### src/rtl/mem_pkg.sv
// rtl/mem_pkg.sv - Memory access encodings shared by the EX/MEM register and load/store datapaths
package mem_pkg;

    typedef enum logic [2:0] {
        W_B  = 3'b000,
        W_H  = 3'b001,
        W_W  = 3'b010,
        W_BU = 3'b100,
        W_HU = 3'b101
    } width_e;

    typedef enum logic [1:0] {
        WB_ALU  = 2'b00,
        WB_LOAD = 2'b01,
        WB_FP   = 2'b10,
        WB_PC4  = 2'b11
    } wb_sel_e;

    // Unknown funct3 encodings are reported as misaligned so they never reach memory.
    function automatic logic width_misaligned(input logic [2:0] width, input logic [1:0] lsb);
        case (width)
            W_B, W_BU: return 1'b0;
            W_H, W_HU: return lsb[0];
            W_W:       return lsb != 2'b00;
            default:   return 1'b1;
        endcase
    endfunction

endpackage

### src/rtl/mem_align_check.sv
// rtl/mem_align_check.sv - Natural-alignment check for a load or store effective address
module mem_align_check
    import mem_pkg::*;
#(
    parameter int XLEN = 32
) (
    input  logic [XLEN-1:0] addr,
    input  logic            read,
    input  logic            write,
    input  logic [2:0]      load_width,
    input  logic [2:0]      store_width,
    output logic            misaligned
);

    logic unused_addr_hi;
    assign unused_addr_hi = ^addr[XLEN-1:2];

    // A store takes precedence when both controls are set.
    always_comb begin
        misaligned = 1'b0;
        if (write) begin
            misaligned = width_misaligned(store_width, addr[1:0]);
        end else if (read) begin
            misaligned = width_misaligned(load_width, addr[1:0]);
        end
    end

endmodule

### src/rtl/ex_mem_pipe.sv
// rtl/ex_mem_pipe.sv - EX/MEM pipeline register with alignment squash, fault capture and counter
module ex_mem_pipe
    import mem_pkg::*;
#(
    parameter int XLEN        = 32,
    parameter bit ALIGN_CHECK = 1'b1,
    parameter int CNT_W       = 8
) (
    input  logic             clk,
    input  logic             rst,
    input  logic             stall,
    input  logic             flush,
    input  logic             ex_valid,
    input  logic             ex_mem_read,
    input  logic             ex_mem_write,
    input  logic [2:0]       ex_load_width,
    input  logic [2:0]       ex_store_width,
    input  logic [XLEN-1:0]  ex_alu_result,
    input  logic [XLEN-1:0]  ex_store_data,
    input  logic [XLEN-1:0]  ex_fp_result,
    input  logic [4:0]       ex_rd,
    input  logic             ex_werf,
    input  logic             ex_wefrf,
    input  logic [1:0]       ex_wb_sel,
    output logic             mem_valid,
    output logic             mem_read,
    output logic             mem_write,
    output logic [XLEN-1:0]  mem_address,
    output logic [XLEN-1:0]  store_data,
    output logic [XLEN-1:0]  alu_result,
    output logic [XLEN-1:0]  fp_alu_result,
    output logic [2:0]       load_width,
    output logic [2:0]       store_width,
    output logic [4:0]       mem_rd,
    output logic             mem_werf,
    output logic             mem_wefrf,
    output logic [1:0]       mem_wb_sel,
    output logic             mem_load_pending,
    output logic             misaligned,
    output logic [XLEN-1:0]  fault_addr,
    output logic [CNT_W-1:0] misalign_count
);

    logic read_eff;
    logic chk_misaligned;
    logic ex_misaligned;

    assign read_eff = ex_mem_read & ~ex_mem_write;

    mem_align_check #(
        .XLEN(XLEN)
    ) u_align_check (
        .addr        (ex_alu_result),
        .read        (read_eff),
        .write       (ex_mem_write),
        .load_width  (ex_load_width),
        .store_width (ex_store_width),
        .misaligned  (chk_misaligned)
    );

    assign ex_misaligned = ALIGN_CHECK ? chk_misaligned : 1'b0;

    always_ff @(posedge clk) begin
        if (rst) begin
            mem_valid      <= 1'b0;
            mem_read       <= 1'b0;
            mem_write      <= 1'b0;
            mem_address    <= '0;
            store_data     <= '0;
            alu_result     <= '0;
            fp_alu_result  <= '0;
            load_width     <= '0;
            store_width    <= '0;
            mem_rd         <= '0;
            mem_werf       <= 1'b0;
            mem_wefrf      <= 1'b0;
            mem_wb_sel     <= WB_ALU;
            misaligned     <= 1'b0;
            fault_addr     <= '0;
            misalign_count <= '0;
        end else if (flush) begin
            mem_valid  <= 1'b0;
            mem_read   <= 1'b0;
            mem_write  <= 1'b0;
            mem_werf   <= 1'b0;
            mem_wefrf  <= 1'b0;
            misaligned <= 1'b0;
        end else if (!stall) begin
            // Data fields load unconditionally; they are ignored while the entry is a bubble.
            mem_address   <= ex_alu_result;
            alu_result    <= ex_alu_result;
            store_data    <= ex_store_data;
            fp_alu_result <= ex_fp_result;
            load_width    <= ex_load_width;
            store_width   <= ex_store_width;
            mem_rd        <= ex_rd;
            mem_wb_sel    <= ex_wb_sel;
            if (ex_valid) begin
                mem_valid  <= 1'b1;
                mem_read   <= read_eff & ~ex_misaligned;
                mem_write  <= ex_mem_write & ~ex_misaligned;
                mem_werf   <= ex_werf & ~ex_misaligned;
                mem_wefrf  <= ex_wefrf & ~ex_misaligned;
                misaligned <= ex_misaligned;
                if (ex_misaligned) begin
                    fault_addr <= ex_alu_result;
                    if (misalign_count != {CNT_W{1'b1}}) begin
                        misalign_count <= misalign_count + CNT_W'(1);
                    end
                end
            end else begin
                mem_valid  <= 1'b0;
                mem_read   <= 1'b0;
                mem_write  <= 1'b0;
                mem_werf   <= 1'b0;
                mem_wefrf  <= 1'b0;
                misaligned <= 1'b0;
            end
        end
    end

    assign mem_load_pending = mem_valid & mem_read;

endmodule

### config.mk
export PLATFORM = sky130hd
export DESIGN_NAME = ex_mem_pipe
export DESIGN_NICKNAME = d
export VERILOG_FILES = /design/src/rtl/mem_pkg.sv /design/src/rtl/mem_align_check.sv /design/src/rtl/ex_mem_pipe.sv
export SDC_FILE = /design/constraint.sdc
export NUM_CORES = 1
export LEC_CHECK = 0
export BUFFER_PORTS_ARGS = -buffer_cell sky130_fd_sc_hd__clkbuf_2
export CORE_AREA = 2 2 118 120
export CTS_CLUSTER_DIAMETER = 200
export DETAILED_ROUTE_END_ITERATION = 12
export DIE_AREA = 0 0 120 122
export HOLD_SLACK_MARGIN = 0.06
export PLACE_DENSITY = 0.8
export RECOVER_POWER = 100
export REMOVE_ABC_BUFFERS = 1
export SLEW_MARGIN = 20
export SYNTH_ARGS = -nofsm -noshare
export SYNTH_HDL_FRONTEND = slang
export SYNTH_SLANG_ARGS = --single-unit
### constraint.sdc
create_clock -name clk -period 2.6 [get_ports clk]
set_input_delay 0.13 -clock clk [delete_from_list [all_inputs] [get_ports clk]]
set_output_delay 0.13 -clock clk [all_outputs]
set_load 0.01 [all_outputs]
==> impl_metrics.prom, run 1 <==
# TYPE chip_impl_metric gauge
chip_impl_metric{name="postSynthAreaPerCell",unit="µm²"} 8.07
chip_impl_metric{name="clkTransAtPathRegs",unit="ns"} 0.06
chip_impl_metric{name="dpl_cell_area",unit="µm²"} 7450
chip_impl_metric{name="power_density",unit="nW/µm²"} 624
chip_impl_metric{name="area_grow_syn2layout",unit="%"} 45.6
chip_impl_metric{name="seq_power_share",unit=""} 0.456
chip_impl_metric{name="leakage",unit="nW"} 3.34
chip_impl_info{name="netlist.top_cell.by_area",value="sky130_fd_sc_hd__dfxtp_1"} 1
chip_impl_metric{name="p_sw",unit="mW"} 1.42
chip_impl_metric{name="routed_via_density",unit=""} 5.23
chip_impl_info{name="hold_path.class",value="input pin to flop"} 1
chip_impl_metric{name="drc",unit=""} 0
chip_impl_metric{name="synth_cell_type_count",unit=""} 36
chip_impl_info{name="endpoint_kind",value="flop"} 1
chip_impl_metric{name="firstDrtPassIters",unit=""} 7
chip_impl_metric{name="antenna_cells",unit=""} 0
chip_impl_info{name="most_instantiated_flip_flop_cell_in_the_synthesis_netlist",value="sky130_fd_sc_hd__dfxtp_1"} 1
chip_impl_info{name="crit_path_start_kind",value="input pin"} 1
chip_impl_metric{name="clock_power_share",unit=""} 0.419
chip_impl_metric{name="synth_seq_cells",unit=""} 155
chip_impl_metric{name="vias",unit=""} 6777
chip_impl_metric{name="finalHoldViolations",unit=""} 0
chip_impl_metric{name="final_area",unit="µm²"} 8850
chip_impl_info{name="worst_path_dominant_cell_family",value="buffers and inverters"} 1
chip_impl_metric{name="ctsHtreeMaxLevel",unit=""} 4
chip_impl_metric{name="grt_pass1_vias",unit=""} 6466
chip_impl_metric{name="die_w",unit="µm"} 120
chip_impl_metric{name="dpl_hpwl",unit="µm"} 11700
chip_impl_metric{name="core_rows",unit=""} 43
chip_impl_metric{name="slowest_stage_delay_on_critical_path",unit="ns"} 0.57
chip_impl_metric{name="ys_warn_count",unit=""} 0
chip_impl_metric{name="die_area",unit="µm²"} 14600
chip_impl_metric{name="wl",unit="µm"} 21100
chip_impl_metric{name="finalCoreUtilization",unit=""} 0.656
chip_impl_metric{name="worst-slew-pin-transition",unit="ns"} 1.25
chip_impl_metric{name="max_freq",unit="MHz"} 460
chip_impl_metric{name="finalWorstPathRequiredPeriod",unit="ns"} 2.17
chip_impl_info{name="netlist_top_cells_count",value="sky130_fd_sc_hd__nand2_1, sky130_fd_sc_hd__dfxtp_1, sky130_fd_sc_hd__a21oi_1, sky130_fd_sc_hd__clkbuf_1, sky130_fd_sc_hd__nand3_1"} 1
chip_impl_metric{name="tritoncts.num_buffers",unit=""} 17
chip_impl_metric{name="max_cap_viol_count",unit=""} 0
chip_impl_metric{name="grt_pass1_wl",unit="µm"} 31900
chip_impl_info{name="tritoncts_clock_tree",value="yes"} 1
chip_impl_metric{name="synth.cell_area",unit="µm²"} 6080
chip_impl_metric{name="deepest_clock_path_buffer_count",unit=""} 2
chip_impl_info{name="clock_tree.root_cell",value="sky130_fd_sc_hd__clkbuf_16"} 1
chip_impl_metric{name="worstSkewPairLatency",unit="ns"} 0.41
chip_impl_metric{name="report.final.setup_viol",unit=""} 0
chip_impl_metric{name="grt_antenna_before_repair",unit=""} 0
chip_impl_metric{name="drtAntennaViolNets",unit=""} 0
chip_impl_metric{name="cts_resized",unit=""} 0
chip_impl_info{name="timing.critical_path.from",value="ex_alu_result[0]"} 1
chip_impl_metric{name="grtUsageTotal",unit=""} 0.272
chip_impl_metric{name="synthesis.instances",unit=""} 753
chip_impl_metric{name="tritoncts_num_sinks",unit=""} 155
chip_impl_info{name="holdCritStartpoint",value="ex_valid"} 1
chip_impl_metric{name="power.combinational.fraction",unit=""} 0.124
chip_impl_metric{name="post_layout_nets",unit=""} 1222
chip_impl_metric{name="port-buffer-count",unit=""} 305
chip_impl_metric{name="post-cts-setup-buffer-count",unit=""} 0
chip_impl_metric{name="fp.coreArea",unit="µm²"} 13500
chip_impl_metric{name="vdd_drop_max",unit="µV"} 505
chip_impl_metric{name="drt-initial-drc-count",unit=""} 626
chip_impl_metric{name="final-max-slew-violation-count",unit=""} 0
chip_impl_metric{name="floorplan.initialDensity",unit=""} 0.450
chip_impl_metric{name="slew_headroom",unit=""} 0.164
chip_impl_metric{name="design.portCount",unit=""} 306
chip_impl_info{name="cells_along_the_critical_path",value="dlygate4sd3_1, clkbuf_1, or4_4, nand4_1, clkbuf_2, nand3_1, a21oi_1"} 1
chip_impl_metric{name="synth_async_sr_flop_share",unit=""} 0
chip_impl_metric{name="crit_fanout",unit=""} 33
chip_impl_metric{name="route.detailed.wl_per_inst",unit="µm"} 16.3
chip_impl_metric{name="number_of_synthesized_flops_with_an_enable_pin",unit=""} 0
chip_impl_metric{name="yosys.area.top_type_share",unit=""} 0.510
chip_impl_info{name="yosys-top-cells-area",value="sky130_fd_sc_hd__dfxtp_1, sky130_fd_sc_hd__nand2_1, sky130_fd_sc_hd__a21oi_1"} 1
chip_impl_info{name="timing.rr.start",value="misalign_count[1]$_SDFFE_PP0P_"} 1
chip_impl_metric{name="switching_share",unit=""} 0.258
chip_impl_info{name="rsz_0062_raised_after_global_routing",value="no"} 1
chip_impl_metric{name="gpl.final_weighted_congestion",unit=""} 0.835
chip_impl_metric{name="grt_max_degree",unit=""} 110
chip_impl_metric{name="synth_sequential_area_ratio",unit=""} 0.510
chip_impl_metric{name="clock-skew-final",unit="ns"} 0.00181
chip_impl_metric{name="critPathRequiredTime",unit="ns"} 2.93
chip_impl_metric{name="final_layout_size_suffix_gt1_frac",unit=""} 0.144
chip_impl_metric{name="critical_path_buf_inv_count",unit=""} 3
chip_impl_info{name="run_status",value="finished, final reports clean"} 1
chip_impl_info{name="timing.setup.critical_path_class",value="input pin to flop"} 1
chip_impl_metric{name="ratio_of_final_minimum_period_to_clock_period",unit=""} 0.836
chip_impl_metric{name="die_height",unit="µm"} 122
chip_impl_metric{name="overflow",unit=""} 0
chip_impl_metric{name="cp.arrival",unit="ns"} 2.51
chip_impl_metric{name="internal-power",unit="mW"} 4.10
chip_impl_info{name="post-synth-top-count-cell",value="sky130_fd_sc_hd__nand2_1"} 1
chip_impl_info{name="cpMaxStageDelayCell",value="sky130_fd_sc_hd__or4_4"} 1
stage by stage:
step	TNS [ns]	cells	hold WS, ns	setup WS, ns	power, mW
floorplan	-150.22	659	0.199	-2.58	2.80
global placement	0	1153	0.352	0.765	3.12
detailed placement	0	1153	0.358	0.734	3.12
CTS	0	1295	0.0746	0.620	5.55
global route	0	1295	0.0997	0.285	5.72
finish	0	1295	0.0891	0.426	5.52
layout make-up:
| cell class | instances | area (µm²) |
|---|---|---|
| inverters | 4 | 15.0 |
| clock buffers | 21 | 450 |
| flip-flops and latches | 155 | 3100 |
| well taps | 180 | 225 |
| clock inverters | 10 | 95.1 |
| multi-input cells | 500 | 2470 |
| fillers | 1173 | 4650 |
| repair buffers | 425 | 2490 |
timing repair:
| item | in CTS | in global routing |
|---|---|---|
| hold endpoints to repair | 142 | 0 |
| endpoints found under the setup margin | 0 | 0 |
| hold buffers | 111 | 0 |
layer usage:
layer  share of wire  vias to the layer above  global-route usage
met5               0                        -                   0
met1            0.38                     3153               0.302
met3           0.075                       57              0.0805
met2            0.52                      348               0.491
met4           0.027                        0               0.105
li1                -                     3219                   -
power by group through the flow:
stage	sequential (mW)	combinational, mW	clock (mW)
after floorplan	2.62	0.180	0
after global placement	2.56	0.552	0
after detailed placement	2.57	0.555	0
after CTS	2.52	0.693	2.34
after global routing	2.53	0.741	2.45
final	2.52	0.687	2.32
sequential cells by signal, summed over array words and instances, names as in the netlist, 2 cells and up:
register        count
alu_result         32
fault_addr         32
fp_alu_result      32
load_width          3
mem_rd              5
mem_wb_sel          2
misalign_count      8
store_data         32
store_width         3
logic make-up after synthesis:
logic type,share of synthesized area
buffers and inverters,0.0862
flip-flops,0.510
adder cells (fa/ha/maj),0.00206
AO/OA/AOI/OAI,0.188
multiplexers,0.0128
AND/OR/NAND/NOR,0.201
cells in the final DEF (no fill, tap or decap), types with 4 or more instances in the layout:
cell type / netlist / final
sky130_fd_sc_hd__a211oi_1: 8 / 8
sky130_fd_sc_hd__a21oi_1: 145 / 145
sky130_fd_sc_hd__buf_4: 32 / 6
sky130_fd_sc_hd__clkbuf_1: 45 / 194
sky130_fd_sc_hd__clkbuf_16: 0 / 17
sky130_fd_sc_hd__clkbuf_2: 0 / 114
sky130_fd_sc_hd__dfxtp_1: 155 / 155
sky130_fd_sc_hd__dlygate4sd3_1: 0 / 111
sky130_fd_sc_hd__inv_1: 4 / 4
sky130_fd_sc_hd__nand2_1: 225 / 225
sky130_fd_sc_hd__nand3_1: 38 / 38
sky130_fd_sc_hd__nor2_1: 7 / 6
sky130_fd_sc_hd__nor2b_1: 7 / 7
sky130_fd_sc_hd__o211ai_1: 37 / 37
final timing paths:
kind	end	slack [ns]	depth (start not counted)
max	fault_addr[8]$_SDFFE_PP0P_	0.43	7
min	misaligned$_SDFFE_PP0N_	0.09	3
max reg2reg	misalign_count[0]$_SDFFE_PP0P_	0.80	5
min reg2reg	store_width[1]$_SDFFE_PP0P_	0.46	2
worst reg2reg max path, cell delays in order (launching register included):
cell and delay, ns:
sky130_fd_sc_hd__dfxtp_1 0.39, sky130_fd_sc_hd__ha_1 0.20, sky130_fd_sc_hd__nand3_1 0.10, sky130_fd_sc_hd__o311ai_0 0.55, sky130_fd_sc_hd__a21oi_1 0.15, sky130_fd_sc_hd__mux2_2 0.30
(Power assumes the default switching activity.)
==> run 2, diff against run 1 <==
- clock period: 2.6 -> 2.27 ns (I/O delays scaled with it)
==> impl_metrics.prom, run 2 (synthesis results as in run 1) <==
# TYPE chip_impl_metric gauge
chip_impl_info{name="cells_along_the_critical_path",value="dlygate4sd3_1, clkbuf_1, or2_4, buf_12, nand2_1, a21oi_1"} 1
chip_impl_metric{name="max_freq",unit="MHz"} 462
chip_impl_metric{name="finalHoldViolations",unit=""} 0
chip_impl_metric{name="deepest_clock_path_buffer_count",unit=""} 2
chip_impl_metric{name="power_density",unit="nW/µm²"} 727
chip_impl_metric{name="finalWorstPathRequiredPeriod",unit="ns"} 2.16
chip_impl_metric{name="grt_max_degree",unit=""} 110
chip_impl_metric{name="cp.arrival",unit="ns"} 2.49
chip_impl_metric{name="die_w",unit="µm"} 120
chip_impl_metric{name="vias",unit=""} 6817
chip_impl_metric{name="firstDrtPassIters",unit=""} 5
chip_impl_metric{name="report.final.setup_viol",unit=""} 0
chip_impl_info{name="highest_signal_layer",value="met4"} 1
chip_impl_info{name="cpMaxStageDelayCell",value="sky130_fd_sc_hd__or2_4"} 1
chip_impl_info{name="final_common_cell",value="sky130_fd_sc_hd__nand2_1"} 1
chip_impl_metric{name="final_layout_size_suffix_gt1_frac",unit=""} 0.146
chip_impl_metric{name="wl_met3",unit="µm"} 1600
chip_impl_metric{name="overflow",unit=""} 0
chip_impl_metric{name="seq_power_share",unit=""} 0.443
chip_impl_metric{name="die_height",unit="µm"} 122
chip_impl_metric{name="layout_setup_ws",unit="ns"} 0.108
chip_impl_metric{name="gpl.final_weighted_congestion",unit=""} 0.799
chip_impl_metric{name="clock-skew-final",unit="ns"} 0.00266
chip_impl_metric{name="wl",unit="µm"} 20900
chip_impl_metric{name="port-buffer-count",unit=""} 305
chip_impl_info{name="tritoncts_clock_tree",value="yes"} 1
chip_impl_metric{name="leakage",unit="nW"} 3.41
chip_impl_metric{name="slowest_stage_delay_on_critical_path",unit="ns"} 0.60
chip_impl_metric{name="clock_power_share",unit=""} 0.436
chip_impl_info{name="rsz_0062_raised_after_global_routing",value="no"} 1
chip_impl_metric{name="design.portCount",unit=""} 306
chip_impl_metric{name="drt-initial-drc-count",unit=""} 622
chip_impl_metric{name="critPathRequiredTime",unit="ns"} 2.60
chip_impl_metric{name="drc",unit=""} 0
chip_impl_info{name="run_status",value="finished, final reports clean"} 1
chip_impl_info{name="crit_path_start_kind",value="input pin"} 1
chip_impl_info{name="clock_tree.root_cell",value="sky130_fd_sc_hd__clkbuf_16"} 1
chip_impl_info{name="hold_path.class",value="input pin to flop"} 1
chip_impl_metric{name="max_cap_viol_count",unit=""} 0
chip_impl_metric{name="ratio_of_final_minimum_period_to_clock_period",unit=""} 0.953
chip_impl_metric{name="power.combinational.fraction",unit=""} 0.122
chip_impl_metric{name="switching_share",unit=""} 0.242
chip_impl_metric{name="routed_via_density",unit=""} 5.24
chip_impl_info{name="endpoint_kind",value="flop"} 1
chip_impl_metric{name="number_of_fill_cells",unit=""} 1155
chip_impl_metric{name="floorplan.initialDensity",unit=""} 0.450
chip_impl_metric{name="die_area",unit="µm²"} 14600
chip_impl_metric{name="tritoncts_num_sinks",unit=""} 155
chip_impl_metric{name="final-max-slew-violation-count",unit=""} 0
chip_impl_metric{name="fp.coreArea",unit="µm²"} 13500
chip_impl_metric{name="hold_ws",unit="ns"} 0.131
chip_impl_metric{name="drtAntennaViolNets",unit=""} 0
chip_impl_metric{name="worstSkewPairLatency",unit="ns"} 0.41
chip_impl_metric{name="grt_pass1_vias",unit=""} 6201
chip_impl_metric{name="grtUsageTotal",unit=""} 0.265
chip_impl_metric{name="slew_headroom",unit=""} 0.513
chip_impl_metric{name="grt_antenna_before_repair",unit=""} 0
chip_impl_info{name="layout.cells.most_common_list",value="sky130_fd_sc_hd__nand2_1, sky130_fd_sc_hd__clkbuf_1, sky130_fd_sc_hd__dfxtp_1"} 1
chip_impl_metric{name="antenna_cells",unit=""} 0
chip_impl_metric{name="p_sw",unit="mW"} 1.58
chip_impl_metric{name="vdd_drop_max",unit="µV"} 501
chip_impl_metric{name="tritoncts.num_buffers",unit=""} 17
chip_impl_metric{name="grt_pass1_wl",unit="µm"} 31000
chip_impl_metric{name="area_grow_syn2layout",unit="%"} 47.6
chip_impl_metric{name="clkTransAtPathRegs",unit="ns"} 0.06
chip_impl_metric{name="ctsHtreeMaxLevel",unit=""} 4
chip_impl_metric{name="route.detailed.wl_per_inst",unit="µm"} 16.1
chip_impl_metric{name="routed-wl-met2",unit="µm"} 10600
chip_impl_metric{name="internal-power",unit="mW"} 4.95
chip_impl_metric{name="dpl_hpwl",unit="µm"} 11800
chip_impl_metric{name="core_rows",unit=""} 43
chip_impl_metric{name="post_layout_nets",unit=""} 1228
chip_impl_metric{name="worst-slew-pin-transition",unit="ns"} 0.730
chip_impl_metric{name="crit_fanout",unit=""} 65
chip_impl_metric{name="wl_met1",unit="µm"} 8030
chip_impl_metric{name="placement_stage_worst_setup_slack",unit="ns"} 0.442
chip_impl_info{name="timing.setup.critical_path_class",value="input pin to flop"} 1
-- run 2: changes by cell type in the layout (fill, tap and decap cells not counted), sizes merged --
cell / before / now
clkinv: 6 / 4
bufinv: 1 / 3
dlygate4sd3: 111 / 115
and3: 3 / 4
clkbuf: 327 / 328
inv: 5 / 4
clkinvlp: 2 / 1
buf: 8 / 10
-- run 2: final timing paths --
path / start / endpoint / slack (ns) / cells after the start
max reg2reg: misalign_count[0]$_SDFFE_PP0P_ / misalign_count[7]$_SDFFE_PP0P_ / 0.40 / 5
max: flush / fp_alu_result[19]$_SDFFE_PP0P_ / 0.11 / 6
min: stall / mem_werf$_SDFFE_PP0N_ / 0.13 / 3
min reg2reg: fp_alu_result[8]$_SDFFE_PP0P_ / fp_alu_result[8]$_SDFFE_PP0P_ / 0.45 / 2
-- run 2: repair_timing --
action,CTS,global route
gates resized for setup,0,1
hold buffers,115,0
endpoints found under the hold margin,145,0
buffers inserted,0,2
endpoints found under the setup margin,0,1
-- run 2: metal layers --
layer	GRT usage	vias to the layer above
li1	-	3232
met1	0.298	3166
met3	0.0712	64
met5	0	-
met4	0.118	0
met2	0.471	355
-- run 2: power groups by stage --
stage | combinational [mW] | sequential (mW) | clock [mW]
finish | 0.794 | 2.89 | 2.84
global route | 0.857 | 2.90 | 3.01
CTS | 0.797 | 2.88 | 2.89
detailed placement | 0.637 | 2.94 | 0
global placement | 0.630 | 2.94 | 0
floorplan | 0.206 | 3.00 | 0
-- run 2: area by class of cell --
cell class | count | area [µm²] | share of cell area
Clock buffer | 23 | 468 | 0.0521
Timing Repair Buffer | 430 | 2560 | 0.285
Multi-Input combinational cell | 501 | 2480 | 0.277
Inverter | 4 | 15.0 | 0.00167
Tap cell | 180 | 225 | 0.0251
Clock inverter | 8 | 118 | 0.0131
Sequential cell | 155 | 3100 | 0.346
-- run 2: per-stage QoR --
step,cell area (µm²),power (mW),utilization,setup TNS [ns],instances
after floorplan,5570,3.21,-,-195.99,659
after global placement,7460,3.57,0.552,0,1152
after detailed placement,7460,3.58,0.552,0,1152
after CTS,9190,6.57,0.681,0,1298
after global routing,8980,6.76,0.665,0,1301
final,8980,6.52,0.665,0,1301
-- run 2: worst max-delay path: cells and delay by family --
family,cells,cell delay [ns]
compound gates,1,0.22
simple gates,2,0.72
buf+inv,3,1.38
